### config.mk
export PLATFORM = sky130hd
export DESIGN_NAME = if_fetch_ctrl
export DESIGN_NICKNAME = d
export VERILOG_FILES = /design/src/rtl/if_fetch_ctrl.sv
export SDC_FILE = /design/constraint.sdc
export NUM_CORES = 1
export LEC_CHECK = 0
export CORE_ASPECT_RATIO = 1.1
export CORE_MARGIN = 2
export CORE_UTILIZATION = 45
export CTS_BUF_LIST = sky130_fd_sc_hd__clkbuf_8 sky130_fd_sc_hd__clkbuf_16
export CTS_CLUSTER_DIAMETER = 150
export DETAILED_ROUTE_END_ITERATION = 10
export PLACE_DENSITY = 0.83
export SLEW_MARGIN = 0
export SYNTH_ARGS = -nofsm -noshare
export SYNTH_HDL_FRONTEND = slang
export SYNTH_SLANG_ARGS = --single-unit
### constraint.sdc
create_clock -name clk -period 2.6 [get_ports clk]
set_input_delay 0.52 -clock clk [delete_from_list [all_inputs] [get_ports clk]]
set_output_delay 0.52 -clock clk [all_outputs]
set_load 0.02 [all_outputs]
### src/rtl/if_fetch_ctrl.sv
// Instruction-fetch sequencer: owns the PC, drives a combinational-read
// instruction memory and registers the fetched word into the IF/ID stage.
module if_fetch_ctrl #(
  parameter logic [31:0] RESET_PC = 32'd0,
  parameter logic [31:0] PC_STEP  = 32'd4,
  parameter logic [31:0] PC_LIMIT = 32'd1000
) (
  input  logic        clk,
  input  logic        rst,
  input  logic        start,
  input  logic        freeze,
  input  logic        branch_taken,
  input  logic [31:0] branch_addr,
  output logic [31:0] imem_addr,
  input  logic [31:0] imem_instr,
  output logic [31:0] if_pc,
  output logic [31:0] if_instr,
  output logic        if_valid,
  output logic        halted
);

  typedef enum logic [1:0] {IDLE, FETCH, HALT} state_t;

  state_t      state, state_nxt;
  logic [31:0] pc, pc_nxt;
  logic [31:0] if_pc_nxt, if_instr_nxt;
  logic        if_valid_nxt;
  logic [31:0] target;
  logic [31:0] pc_inc;

  assign target    = {branch_addr[31:2], 2'b00};
  assign pc_inc    = pc + PC_STEP;
  assign imem_addr = pc;
  assign halted    = (state == HALT);

  always_comb begin
    state_nxt    = state;
    pc_nxt       = pc;
    if_pc_nxt    = if_pc;
    if_instr_nxt = if_instr;
    if_valid_nxt = if_valid;
    case (state)
      IDLE: begin
        if_valid_nxt = 1'b0;
        if (start) state_nxt = FETCH;
      end
      FETCH: begin
        // Branch outranks the limit check and freeze; a frozen branch still flushes.
        if (branch_taken) begin
          pc_nxt       = target;
          if_valid_nxt = 1'b0;
          if_instr_nxt = '0;
          state_nxt    = (target < PC_LIMIT) ? FETCH : HALT;
        end else if (pc >= PC_LIMIT) begin
          if_valid_nxt = 1'b0;
          state_nxt    = HALT;
        end else if (!freeze) begin
          if_instr_nxt = imem_instr;
          if_pc_nxt    = pc_inc;
          if_valid_nxt = 1'b1;
          pc_nxt       = pc_inc;
        end
      end
      HALT: begin
        if (!freeze) if_valid_nxt = 1'b0;
        if (branch_taken) begin
          pc_nxt = target;
          if (target < PC_LIMIT) state_nxt = FETCH;
        end
      end
      default: state_nxt = IDLE;
    endcase
  end

  always_ff @(posedge clk) begin
    if (rst) begin
      state    <= IDLE;
      pc       <= RESET_PC;
      if_pc    <= '0;
      if_instr <= '0;
      if_valid <= 1'b0;
    end else begin
      state    <= state_nxt;
      pc       <= pc_nxt;
      if_pc    <= if_pc_nxt;
      if_instr <= if_instr_nxt;
      if_valid <= if_valid_nxt;
    end
  end

endmodule
# After elaboration in Yosys (flattened, before gate mapping)
# Cells that the tools add are included.
[totals]
register_bits = 99
in_bits = 69
out_inout_bits = 98
[op_classes]
add_sub_neg = 1
n_lt_le_gt_ge = 2
n_eq_ne = 12
n_mux = 20
bitwise_logic = 3
reduce_logical = 8
[ops]
columns = ["operator", "n"]
rows = [
  ["two-way mux 32 bit", 7],
  ["case mux 32 bit (2 select lines)", 1],
  ["adder 32 x 3 -> 32 bit (second input constant)", 1],
  [">= comparator 32 x 10 -> 1 bit (second input constant)", 1],
  ["< comparator 32 x 10 -> 1 bit (second input constant)", 1],
  ["two-way mux 2 bit", 6],
  ["AND reduction 4 bit", 3],
  ["!= test 3 bit (second input constant)", 3],
  ["!= test 2 bit (second input constant)", 4],
  ["case mux 2 bit (3 select lines)", 1],
  ["AND reduction 3 bit", 2],
  ["two-way mux 1 bit", 4],
  ["!= test 2 x 1 -> 1 bit (second input constant)", 2],
  ["!= test 4 bit (second input constant)", 1],
  ["inverter 1 bit", 3],
  ["case mux 1 bit (3 select lines)", 1],
  ["nonzero test 3 bit", 1],
  ["equality test 2 x 1 -> 1 bit (second input constant)", 1],
  ["equality test 2 bit (second input constant)", 1],
  ["zero test 2 bit", 1],
  ["nonzero test 2 bit", 1],
]

# Logic depth before layout (Yosys ltp)
[logic_depth]
depth_word = 5
mapped_depth = 7

# Worst setup path after synthesis
# OpenSTA, ideal clock, no wires.
[synth_path]
path_kind = "reg2reg"
from = "register pc[2] (netlist: imem_addr[2])"
to = "register if_instr[10]"
setup_time_ns = 0.065
arrival_time_ns = 2.297
required_time_ns = 2.535
path_slack_ns = 0.238
path_stages_with_launch = 8
path_buffers = 1
cell_sequence = "dfxtp_1 > inv_1 > ha_1 > o311a_2 > a2111oi_4 > buf_6 > mux2_1 > nor2_1"
[synth_between]
elab_chain_cells = 3
[synth_rtl]
columns = ["element", "line_no", "rtl"]
rows = [
  ["from (decl)", "25", "logic [31:0] pc, pc_nxt;"],
  ["from (signal assigned)", "84", "pc <= pc_nxt;"],
  [">= comparator 32 x 10 -> 1 bit", "54", "end else if (pc >= PC_LIMIT) begin"],
  ["!= test 2 bit (no source line)", "n/a", ""],
  ["AND reduction 3 bit (no source line)", "n/a", ""],
  ["to (signal assigned)", "86", "if_instr <= if_instr_nxt;"],
  ["to (decl)", "17", "output logic [31:0] if_instr,"],
]
# No other way between the ends.
# A chain may end at the register's enable or synchronous reset.

# Worst setup path in the final report
[layout_path]
from = "register pc[6] (netlist: imem_addr[6])"
to = "register pc[27] (netlist: imem_addr[27])"
[layout_between]
elab_chain_cells = 5
elab_cells_between_ends = 8
cone_classes = "1 x add/sub; 1 x order compare; 1 x eq/ne; 4 x mux; 1 x reduce/logical"
[layout_rtl]
columns = ["element", "line_no", "rtl"]
rows = [
  ["adder 32 x 3 -> 32 bit", "32", "assign pc_inc = pc + PC_STEP;"],
  ["two-way mux 32 bit", "57", "end else if (!freeze) begin"],
  ["two-way mux 32 bit", "54", ""],
  ["two-way mux 32 bit", "49", "if (branch_taken) begin"],
  ["case mux 32 bit (2 select lines)", "42", "case (state)"],
]
# Several ways; a longest one is shown, not always the timed one. The select of a mux whose other input is x is not followed.

==> summary.md <==
| Metric | Value |
|---|---|
| Run status | `complete, no violations` |
| Ys async rst share | `0` |
| Antenna Violating Nets Remaining | `0` |
| Final setup viols | `0` |
| WHS | `466 ps` |
| Initial antenna violation count | `0` |
| Combinational Power Share | `0.191` |
| Net Sw Frac | `0.287` |
| Sequential element share of the synthesized area | `0.426` |
| Starting DRT DRC Count | `322` |
| Synth Area per Inst | `8.67 sq um` |
| Relative slew slack | `0.483` |
| Area of the multi-input gates | `around 2300 sq um` |
| Final worst setup slack | `294 ps` |
| Register area | `1900 sq um` |
| DR WL met2 | `6610 microns` |
| Worst setup SP type | `flip-flop` |
| H-tree levels | `3` |
| Drt total wl | `13300 microns` |
| Synth warn | `0` |
| Total power | `3.27 mW` |
| CTS Hold Bufs | `0` |
| Least-Margin Pin Slew | `slightly below 800 ps` |
| Internal power | `2.33 mW` |
| Share of layout cells above drive strength 1 | `0.0786` |
| Max IR drop VDD | `approximately 0.28 mV` |
| Fin area | `6420 sq um` |
| Clock-pin slew on the worst setup and hold paths | `100 ps` |
| Synth cell count leaders | `dfxtp_1, nand2_1, nor2_1` |
| Period Utilization, post-route | `0.887` |
| Cell Area, Placed | `6200 sq um` |
| DR WL/cell | `16.8 microns` |
| Die area | `10700 sq um` |
| CTS tree | `done` |
| TritonCTS Buffers | `9` |
| Met3 Routed Length | `between 1000 and 1500 microns` |
| ANT cells | `0` |
| Latest clock arrival within the worst-skew pair | `roughly 370 ps` |
| Number of setup buffers added after CTS | `0` |
| Maxcap violations | `0` |
| Min Clock Period, post-route | `2310 ps` |
| Top cell type's share of synthesized area | `0.426` |
| Vias | `4444` |
| PwrDens | `510 nW/um^2` |
| Count of input and output buffers | `160` |
| Cells after DPL | `778` |
| RSZ-0062 raised after global routing | `no` |
| Syn Inst Count | `515` |
| Dominant cell type by area after synthesis | `dfxtp_1` |
| Fin Setup TNS | `0 ps` |
| Hold WC Path Type | `flip-flop to flip-flop` |
| Clock power frac | `0.332` |
| Vias in the first global route | `approximately 4200` |
| Max layer used | `met4` |
| Rows | `38` |
| Number of flops mapped to enable cells by yosys | `0` |
| DR pass1 iterations | `7` |
| Largest net degree at the start of global routing | `60` |
| Overflow after GRT | `0` |
| Critical Path AT | `2560 ps` |
| Worst slack, placed | `roughly 95 ps` |
| Max Freq | `between 0.4 and 0.5 GHz` |
| Root Buffer Master | `clkbuf_8` |
| DRC viols | `0` |
| Most frequent cell after synthesis | `dfxtp_1` |
| GPL Wtd Cong | `0.881` |
| GRT Total Usage | `0.244` |
| Core footprint | `9750 sq um` |
| Synth Register Bits | `95` |
| Via density | `5.60` |
| Finished Layout Cells | `794` |
| Ys flop type | `dfxtp_1` |
| Clock skew | `between 9 and 10 ps` |
| Crit end category | `flip-flop` |
| Final Hold Viols | `0` |
| # IOs | `167` |
| Initial Utilization | `0.458` |
| Synth area leaders | `dfxtp_1, mux2_1, nand2_1, nor2_1, a21oi_1` |
| Die extent in y | `108 microns` |
| CTS Buffer Depth | `2` |
| DP HPWL | `around 9600 microns` |
| First-pass GRT wire length | `21000 microns` |
| Mapped Area | `4460 sq um` |
| Layout area overhead | `43.8%` |
| Critical path peak fanout | `9` |
| Met1 WL | `5280 microns` |
| Critical Path RT | `2850 ps` |
| Num Clock Sinks | `95` |
| Die W | `roughly 99 microns` |
| Post-CTS sizing | `0` |
| Yosys cell types | `58` |
| Final nets | `740` |
| Flop pwr share | `0.477` |
| Leak | `roughly 2.1 nW` |
| Hold path cells | `1` |
| Fin util | `0.658` |
| P_sw | `around 0.94 mW` |
| Critical path class | `flip-flop to flip-flop` |
| Final Max Slew Viols | `0` |
| Fillers | `between 700 and 800` |
| Reg2Reg Depth | `5` |
[cell type report]
cell class | count | share of cell area
Tap cell | 120 | 0.0234
Clock buffer | 9 | 0.0193
Sequential cell | 95 | 0.296
Clock inverter | 7 | 0.0150
Inverter | 9 | 0.00527
Timing Repair Buffer | 178 | 0.278
Multi-Input combinational cell | 376 | 0.363
[sequential cells by signal, summed over array words and instances, names as in the netlist]
register	cells
if_instr	32
if_pc	30
imem_addr	30
state	2
if_valid	1
[cells in the final DEF, fill, tap and decap left out, types with 7 or more instances in the layout]
| cell | instances |
|---|---|
| buf_4 | 14 |
| clkbuf_8 | 9 |
| nor2_1 | 48 |
| nor4_1 | 8 |
| nor3_1 | 9 |
| clkdlybuf4s50_1 | 159 |
| nand4_1 | 12 |
| nand2_1 | 88 |
| dfxtp_1 | 95 |
| nand3_1 | 22 |
| a211oi_1 | 8 |
| a21oi_1 | 32 |
| inv_1 | 7 |
| o21ai_0 | 16 |
| and2_1 | 23 |
| mux2_1 | 30 |
[path summary, 6_finish.rpt]
path                             startpoint                         end  slack, ps
hold / removal       if_pc[22]$_SDFFE_PP0P_      if_pc[22]$_SDFFE_PP0P_        470
hold reg to reg      if_pc[22]$_SDFFE_PP0P_      if_pc[22]$_SDFFE_PP0P_        470
setup / recovery  imem_addr[6]$_SDFFE_PP0P_  imem_addr[27]$_SDFFE_PP0P_        290
setup reg to reg  imem_addr[6]$_SDFFE_PP0P_  imem_addr[27]$_SDFFE_PP0P_        290
[critical path, cell delays in order, from the launching register on]
cell	delay (ps)
dfxtp_1	560
nand4_1	250
nor3_1	700
a31o_2	250
a21oi_1	60
o41ai_1	370
[logic make-up after synthesis]
kind of cell             after synthesis  synth area share
buffers and inverters                 47            0.0547
AND/OR/NAND/NOR                      237             0.273
AO/OA/AOI/OAI                         96             0.150
XOR/XNOR                               5           0.00981
flip-flops                            95             0.426
multiplexers                          32            0.0807
other                                  1          0.000840
adder cells (fa/ha/maj)                2           0.00561
[per-layer routing]
| layer | vias up | track usage |
|---|---|---|
| li1 | 2116 | - |
| met1 | 2100 | 0.295 |
| met2 | 200 | 0.413 |
| met3 | 28 | 0.0666 |
| met4 | 0 | 0.0930 |
| met5 | - | 0 |
[power groups by stage]
stage	Clock [mW]	Sequential, mW	Combinational (mW)
CTS	1.11	1.56	0.623
global placement	0	1.59	0.606
global route	1.16	1.57	0.670
detailed placement	0	1.59	0.618
floorplan	0	1.62	0.305
finish	1.09	1.56	0.625
No activity file was read; power rests on OpenSTA's default activity.
==> RTL change, RTL diff (same flow settings) <==
Register the inputs `start`, `freeze`, `branch_taken`, `branch_addr` and `imem_instr` before use, with the module's reset. The logic sees them one clock later.
--- a/src/rtl/if_fetch_ctrl.sv
+++ b/src/rtl/if_fetch_ctrl.sv
@@ -23,2 +23,24 @@
 
+  logic start_q;
+  logic freeze_q;
+  logic branch_taken_q;
+  logic [31:0] branch_addr_q;
+  logic [31:0] imem_instr_q;
+
+  always_ff @(posedge clk) begin
+    if (rst) begin
+      start_q        <= '0;
+      freeze_q       <= '0;
+      branch_taken_q <= '0;
+      branch_addr_q  <= '0;
+      imem_instr_q   <= '0;
+    end else begin
+      start_q        <= start;
+      freeze_q       <= freeze;
+      branch_taken_q <= branch_taken;
+      branch_addr_q  <= branch_addr;
+      imem_instr_q   <= imem_instr;
+    end
+  end
+
   state_t      state, state_nxt;
@@ -30,3 +52,3 @@
 
-  assign target    = {branch_addr[31:2], 2'b00};
+  assign target    = {branch_addr_q[31:2], 2'b00};
   assign pc_inc    = pc + PC_STEP;
@@ -44,3 +66,3 @@
         if_valid_nxt = 1'b0;
-        if (start) state_nxt = FETCH;
+        if (start_q) state_nxt = FETCH;
       end
@@ -48,3 +70,3 @@
         // Branch outranks the limit check and freeze; a frozen branch still flushes.
-        if (branch_taken) begin
+        if (branch_taken_q) begin
           pc_nxt       = target;
@@ -56,4 +78,4 @@
           state_nxt    = HALT;
-        end else if (!freeze) begin
-          if_instr_nxt = imem_instr;
+        end else if (!freeze_q) begin
+          if_instr_nxt = imem_instr_q;
           if_pc_nxt    = pc_inc;
@@ -64,4 +86,4 @@
       HALT: begin
-        if (!freeze) if_valid_nxt = 1'b0;
-        if (branch_taken) begin
+        if (!freeze_q) if_valid_nxt = 1'b0;
+        if (branch_taken_q) begin
           pc_nxt = target;
Behaviour: not the same (a bounded check fails within 4 cycles, from zero or initial values and one cycle with rst high).
==> RTL change against the unedited design <==
- clock power up 110%
- critical path depth up 2
- wire length up 2.3%
- count of clock-buffer cells in the layout up 11
- sequential cell count up 65
- synthesized cell count up 10%
- worst setup slack worse by 43 ps
- design area up 23%
- synthesized area up 26%
- total power up 67%
- die area up 25%
- cell count up 13%
- combinational power down 13%
- critical endpoint is now if_instr[18]$_SDFFE_PP0P_
- largest power group unchanged
==> RTL change: results (changes against the unedited design) <==
The sequential cell count is 160 (was 95). The final net count came to 799 (was 740). The largest incremental delay on the critical path is 580 ps (was 700 ps). The mux contribution to synthesized area was 0.3561% (was 8.074%). The clock insertion delay at the later pin of the skew report was 410 ps (was 370 ps). The cell with the biggest individual delay on the critical path is sky130_fd_sc_hd__or4_1 (was sky130_fd_sc_hd__nor3_1). The number of logic inverters in the finished layout is 3 (was 9). The multi-input gate count came out at 367 (was 376).

The transition time at the pin with the least slew margin came out at 593.4 ps (was 769.6 ps). The placed cell count came out at 863 (was 778). The post-CTS clock slew at the launch and capture registers of the worst setup and hold paths came out at 60 ps (was 100 ps). Cells taking the most area after synthesis: sky130_fd_sc_hd__dfxtp_1 57%, sky130_fd_sc_hd__nor2b_1 7.5%, sky130_fd_sc_hd__a22oi_1 5.3%, sky130_fd_sc_hd__nor2_1 4.3%, sky130_fd_sc_hd__a21oi_1 2.5% (was sky130_fd_sc_hd__dfxtp_1 43%, sky130_fd_sc_hd__mux2_1 7.6%, sky130_fd_sc_hd__nand2_1 7.4%, sky130_fd_sc_hd__nor2_1 4.0%, sky130_fd_sc_hd__a21oi_1 3.6%).

The final core area utilization is 65.22% (was 65.83%). The TritonCTS buffer count came out at 17 (was 9). The area after detailed placement was 0.007358 mm^2 (was 0.006196 mm^2).

The synthesized instance count is 568 (was 515). The worst setup timing slack at the placement stage was 279.8 ps (was 94.80 ps). The portion of the post-synthesis area used by sequential elements was 56.98% (was 42.61%). The flip-flop and latch area is 0.003203 mm^2 (was 0.001902 mm^2). Synth top cells by count: 160 x sky130_fd_sc_hd__dfxtp_1, 67 x sky130_fd_sc_hd__nor2b_1, 64 x sky130_fd_sc_hd__nor2_1, 40 x sky130_fd_sc_hd__a22oi_1, 33 x sky130_fd_sc_hd__nand2_1 (was 95 x sky130_fd_sc_hd__dfxtp_1, 88 x sky130_fd_sc_hd__nand2_1, 48 x sky130_fd_sc_hd__nor2_1, 32 x sky130_fd_sc_hd__a21oi_1, 30 x sky130_fd_sc_hd__mux2_1). The layout buffer count excluding clock buffers is 179 (was 178). The clock buffer count was 20 (was 9). Outcome: completed (unchanged). The clock-cell share of area is 7.064% (was 3.432%). The HPWL after detailed placement is 9861 um (was 9628 um). The number of detailed-routing iterations run before antenna repair is 5 (was 7). The post-synthesis xor/xnor area fraction came out at 1.091% (was 0.9812%). The fraction of final layout cells with drive strength greater than 1 is 8.514% (was 7.864%).
RTL change: cell types whose count changed in the layout (fill, tap and decap cells not counted), moves of 6 or more:
cell,change
sky130_fd_sc_hd__nand2_1,-55
sky130_fd_sc_hd__clkbuf_16,+17
sky130_fd_sc_hd__nor2b_1,+66
sky130_fd_sc_hd__mux2_1,-30
sky130_fd_sc_hd__dfxtp_1,+65
sky130_fd_sc_hd__clkbuf_8,-6
sky130_fd_sc_hd__nor2_1,+16
sky130_fd_sc_hd__o21ai_0,-10
sky130_fd_sc_hd__a22oi_1,+36
RTL change: where the power goes:
part / total, mW / leakage, nW / internal (mW) / switching (mW)
clock: 2.32 / 0.276 / 1.38 / 0.940
combinational: 0.544 / 1.27 / 0.263 / 0.280
sequential: 2.59 / 1.31 / 2.54 / 0.0523
total: 5.45 / 2.85 / 4.18 / 1.27
RTL change: worst paths after layout:
| check | startpoint | endpoint | slack, ps | cells after the start |
|---|---|---|---|---|
| worst max-delay path | imem_addr[11]$_SDFFE_PP0P_ | if_instr[18]$_SDFFE_PP0P_ | 250 | 7 |
| worst min-delay path | if_pc[13]$_SDFFE_PP0P_ | if_pc[13]$_SDFFE_PP0P_ | 460 | 1 |
| worst max register to register | imem_addr[11]$_SDFFE_PP0P_ | if_instr[18]$_SDFFE_PP0P_ | 250 | 7 |
| worst min register to register | if_pc[13]$_SDFFE_PP0P_ | if_pc[13]$_SDFFE_PP0P_ | 460 | 1 |
RTL change: layer usage:
metal	global-route usage [%]	share of wire [%]
met5	0	0
met4	10.16	2.5
met3	4.845	6.5
met2	36.46	52
met1	22.59	39
RTL change: critical path: cells and delay by family (launching register included):
kind	cells	cell delay, ps
AND/OR/NAND/NOR	5	1610
AO/OA/AOI/OAI	1	110
buffers and inverters	1	200
flip-flops	1	340
